==> src/rtl/serial_adder_n_pkg.sv <==
// Shared types and sizing helpers for the digit-serial adder/subtractor.
// Imported by both the top level and the full-adder slice.
package serial_adder_n_pkg;

    typedef enum logic [1:0] {
        IDLE = 2'd0,
        RUN  = 2'd1,
        DONE = 2'd2
    } state_t;

    // Number of digit steps needed to cover the full operand width.
    function automatic int num_digits(input int width, input int digit);
        return width / digit;
    endfunction

    // Counter width: clog2 of the step count, never narrower than one bit.
    function automatic int cnt_width(input int width, input int digit);
        int n;
        n = width / digit;
        return (n <= 2) ? 1 : $clog2(n);
    endfunction

endpackage

==> src/rtl/serial_adder_n_fa_slice.sv <==
// DIGIT-bit combinational ripple full adder.
// Also exposes the carry into its top bit, which the parent uses for signed overflow.
module fa_slice
    import serial_adder_n_pkg::*;
#(
    parameter int DIGIT = 1
) (
    input  logic [DIGIT-1:0] x,
    input  logic [DIGIT-1:0] y,
    input  logic             ci,
    output logic [DIGIT-1:0] s,
    output logic             co,
    output logic             c_msb
);

    logic [DIGIT:0] c;

    always_comb begin
        c    = '0;
        s    = '0;
        c[0] = ci;
        for (int i = 0; i < DIGIT; i++) begin
            s[i]     = x[i] ^ y[i] ^ c[i];
            c[i + 1] = (x[i] & y[i]) | (c[i] & (x[i] ^ y[i]));
        end
    end

    assign co    = c[DIGIT];
    assign c_msb = c[DIGIT - 1];

endmodule

==> src/rtl/serial_adder_n.sv <==
// Digit-serial adder/subtractor: WIDTH-bit operands processed LSB-first, DIGIT bits
// per cycle through one fa_slice, with a start/busy/done handshake.
module serial_adder_n
    import serial_adder_n_pkg::*;
#(
    parameter int WIDTH = 8,
    parameter int DIGIT = 1
) (
    input  logic             clk,
    input  logic             rst,
    input  logic             start,
    input  logic             sub,
    input  logic [WIDTH-1:0] a,
    input  logic [WIDTH-1:0] b,
    input  logic             cin,
    output logic             busy,
    output logic             done,
    output logic [WIDTH-1:0] sum,
    output logic             cout,
    output logic             ovf
);

    localparam int N  = num_digits(WIDTH, DIGIT);
    localparam int CW = cnt_width(WIDTH, DIGIT);

    state_t           state;
    state_t           state_next;
    logic [WIDTH-1:0] op_a;
    logic [WIDTH-1:0] op_b;
    logic [WIDTH-1:0] acc;
    logic [WIDTH-1:0] acc_next;
    logic             carry;
    logic [CW-1:0]    cnt;
    logic [DIGIT-1:0] slice_s;
    logic             slice_co;
    logic             slice_c_msb;
    logic             accept;
    logic             last_digit;

    fa_slice #(
        .DIGIT(DIGIT)
    ) u_slice (
        .x     (op_a[DIGIT-1:0]),
        .y     (op_b[DIGIT-1:0]),
        .ci    (carry),
        .s     (slice_s),
        .co    (slice_co),
        .c_msb (slice_c_msb)
    );

    // New digits enter at the top so the LSB digit ends up at bit 0 after N steps.
    generate
        if (DIGIT == WIDTH) begin : g_one_step
            assign acc_next = slice_s;
        end else begin : g_shift
            assign acc_next = {slice_s, acc[WIDTH-1:DIGIT]};
        end
    endgenerate

    always_ff @(posedge clk) begin
        if (rst) begin
            state <= IDLE;
        end else begin
            state <= state_next;
        end
    end

    always_comb begin
        state_next = state;
        accept     = 1'b0;
        last_digit = 1'b0;
        unique case (state)
            IDLE: begin
                if (start) begin
                    accept     = 1'b1;
                    state_next = RUN;
                end
            end
            RUN: begin
                if (cnt == CW'(N - 1)) begin
                    last_digit = 1'b1;
                    state_next = DONE;
                end
            end
            DONE: begin
                accept     = start;
                state_next = start ? RUN : IDLE;
            end
            default: state_next = IDLE;
        endcase
    end

    assign busy = (state == RUN);
    assign done = (state == DONE);

    // Subtraction is a + ~b + ~cin; the inverted borrow-in supplies the +1.
    always_ff @(posedge clk) begin
        if (rst) begin
            op_a  <= '0;
            op_b  <= '0;
            carry <= 1'b0;
            cnt   <= '0;
            acc   <= '0;
            sum   <= '0;
            cout  <= 1'b0;
            ovf   <= 1'b0;
        end else if (accept) begin
            op_a  <= a;
            op_b  <= sub ? ~b : b;
            carry <= sub ? ~cin : cin;
            cnt   <= '0;
            acc   <= '0;
        end else if (state == RUN) begin
            op_a  <= op_a >> DIGIT;
            op_b  <= op_b >> DIGIT;
            carry <= slice_co;
            cnt   <= cnt + CW'(1);
            acc   <= acc_next;
            if (last_digit) begin
                sum  <= acc_next;
                cout <= slice_co;
                ovf  <= slice_co ^ slice_c_msb;
            end
        end
    end

endmodule

==> config.mk <==
export PLATFORM = sky130hd
export DESIGN_NAME = serial_adder_n
export DESIGN_NICKNAME = d
export VERILOG_FILES = /design/src/rtl/serial_adder_n_pkg.sv /design/src/rtl/serial_adder_n_fa_slice.sv /design/src/rtl/serial_adder_n.sv
export SDC_FILE = /design/constraint.sdc
export NUM_CORES = 1
export LEC_CHECK = 0
export BUFFER_PORTS_ARGS = -buffer_cell sky130_fd_sc_hd__clkbuf_2
export CORE_MARGIN = 2
export CORE_UTILIZATION = 57
export CTS_CLUSTER_DIAMETER = 150
export DETAILED_ROUTE_END_ITERATION = 6
export PLACE_DENSITY_LB_ADDON = 0.05
export SLEW_MARGIN = 40
export SYNTH_ARGS = -nofsm -noshare
export SYNTH_HDL_FRONTEND = slang
export SYNTH_SLANG_ARGS = --single-unit
==> constraint.sdc <==
create_clock -name clk -period 2.85 [get_ports clk]
set_clock_uncertainty 0.05 [all_clocks]
set_input_delay 0.57 -clock clk [delete_from_list [all_inputs] [get_ports clk]]
set_output_delay 0.57 -clock clk [all_outputs]
set_load 0.005 [all_outputs]
==> flow_summary.ini <==
[placed_design]
gp_congestion = 0.724
dp_hpwl_um = 2220
post-place-ws_ns = 0.953
io_buffers = 32

[grt]
antenna_found_initial = 0
grt_pass1_wl_um = 5320
grt_usage_pct = 21.0
grt_pass1_vias = 1270
grt_max_degree = 31
grt_remaining_overflow = 0

[timing]
hold_viol_final = 0
fmax_ghz = 0.519
finalCriticalPeriod_ns = 1.93
fin_setup_tns_ns = 0
slew_viol_final = 0
hold-worst-slack_ns = 0.410
setup_viol = 0
finalCritPeriodShare_pct = 67.6
max-slew-margin-rel_pct = 51.5
setup_ws_ns = 0.923
rsz0062_at_grt = false
worst_pin_slew_ns = 0.727

[min_path]
hold_end = sum[7]
hp-start = sum[7]
holdPathStages = 2
hold_class = reg -> reg

[cells_and_area]
fin_nets = 238
antenna_cells = 0
syn2layout_area_growth_pct = 12.4
layout-drive-gt1-share_pct = 19.5

[critical_path]
max_stage_delay_ns = 0.44
path_max_fanout = 26
regToRegEndpoint = cnt[2]
r2r_cells = 3
regToRegStartpoint = state[0]
arrival_ns = 1.31
path_class = reg -> out
slowest_stage = dfxtp_1
cp_top_family = flip-flops
path_buf_inv = 2
crit_required_ns = 2.23
cp-end-kind = output pin
ff2ff_setup_slack_ns = 1.08
critPathLaunchType = register
path_cells = nand2b_1, inv_6, clkbuf_2

[pwr]
p_per_area_nw_per_um2 = 610
ir_drop_uv = 487
p_leak_nw = 0.718

[route]
post_drt_wl_per_cell_um = 12.9
avgViaCountPerCell = 5.66
drtPass1Iterations = 4
wl_met2_um = 1580
drt-total-wl_um = 3170
drc = 0
top_layer = met4
drtIter0Drc = 54
ant_nets = 0
vias = 1393
wl_met1_um = 1330
met3WireLength_um = 223

[synthesis]
synth_seq_cells = 39
synth_top_family_by_area = simple AND/OR/NAND/NOR gates
yosysSeqAreaShare_pct = 48.5
ys_warn_count = 0
syn_nets = 212
synthXorXnorAreaFrac_pct = 5.98
synth_area_leaders = dfxtp_1 (48%), nand2_1 (9.8%), a21oi_1 (7.1%), nor3_1 (6.2%), xor2_1 (4.9%)
yosys.area.top_type = dfxtp_1
netlist_area_um2 = 1610
synth_compound_area_share_pct = 14.5
synthCells = 188
synth.distinct_cells = 26
yosys-mux-area-fraction_pct = 0
synth_top_area_share_pct = 48.5
synth-simple-area-share_pct = 22.0
yosys.area_share.adder_pct = 2.80
syn_area_per_cell_um2 = 8.57

[cts]
holdBufCountCts = 0
clockBufferDepth = 2
cts_setup_buffers = 0
clk_latency_ns = 0.34
htreeDepth = 2
cts_resized = 0
cts_tree = done
numCtsBuffers = 5
clock-sinks = 39
cts_root_buf = clkbuf_4
path_clk_slew_ns = 0.11

[die]
io_pins = 33
fp-row-count = 19
die-area_um2 = 3270
die_h_um = 57.2
core_region_area_um2 = 2710
die_w_um = 57.2
start_util_pct = 59.4

[run_status]
outcome = completed

[flow_run]
drv_cap = 0
metal layers:
| layer | vias to the layer above | global-route usage [%] |
|---|---|---|
| met5 | - | 0 |
| met4 | 0 | 7.97 |
| met3 | 5 | 6.35 |
| met2 | 55 | 37.3 |
| met1 | 640 | 23.7 |
| li1 | 693 | - |
logic make-up after synthesis:
family          count (synthesis)
compound gates                 40
buf+inv                        15
xor+xnor                       11
flops                          39
simple gates                   80
fa+ha+maj                       3
where the power goes:
group          total, mW  internal, mW  switching (mW)
logic              0.130        0.0537          0.0767
clock network      0.385         0.207           0.178
registers          0.589         0.572          0.0177
worst max-delay path by stage:
| stage | to | depth (start not counted) | start |
|---|---|---|---|
| after floorplan | busy | 4 | state[1] |
| after global placement | acc[1] | 4 | start |
| after detailed placement | cnt[2] | 4 | start |
| after CTS | busy | 3 | state[0] |
| after global routing | busy | 3 | state[0] |
| final | busy | 3 | state[0] |
registers in the layout (all words and copies together), names as in the netlist:
register  count
op_a          8
op_b          8
sum           8
acc           7
cnt           3
state         2
carry         1
cout          1
ovf           1
through the flow:
step	power, mW	instance area [µm²]	utilization [%]	cells
2_1_floorplan	0.705	1610	-	188
3_3_place_gp	0.725	1720	63.6	238
3_5_place_dp	0.732	1720	63.6	238
4_1_cts	1.11	1810	66.8	246
5_1_grt	1.15	1810	66.8	246
6_report	1.10	1810	66.8	246
tightest hold or removal path, stage by stage, from the launching register on:
cell	delay, ns
dfxtp_1	0.32
nand2_1	0.05
a21oi_1	0.05
cells in the mapped netlist, drive strengths merged:
cell / n
buf: 12
xor2: 9
o22ai: 10
a311oi: 2
a211oi: 1
o21a: 1
a21oi: 23
nor2b: 1
dfxtp: 39
and2b: 1
xnor2: 2
ha: 2
fa: 1
nand2: 42
and3b: 1
clkbuf: 2
a22oi: 3
nand3: 5
nor3: 20
nor2: 6
nand3b: 1
nand2b: 3
inv: 1
final cells by class:
type	instances	area [µm²]
Clock buffer	6	51.3
Clock inverter	2	35.0
Fill cell	240	900
Inverter	1	8.76
Multi-Input combinational cell	134	728
Sequential cell	39	781
Tap cell	31	38.8
Timing Repair Buffer	33	168
layout by cell type (no fill, tap or decap), types with 2 or more instances in the layout:
cell type / Yosys / layout
nor3_1: 20 / 20
nand2b_1: 3 / 3
xnor2_1: 2 / 2
nor2_1: 6 / 6
dfxtp_1: 39 / 39
clkbuf_4: 0 / 5
o22ai_1: 10 / 10
a22oi_1: 3 / 3
a21oi_1: 23 / 23
a311oi_1: 2 / 2
clkbuf_2: 0 / 32
ha_1: 2 / 2
nand2_1: 42 / 42
xor2_1: 9 / 9
nand3_1: 5 / 5
(Power assumes the default switching activity.)
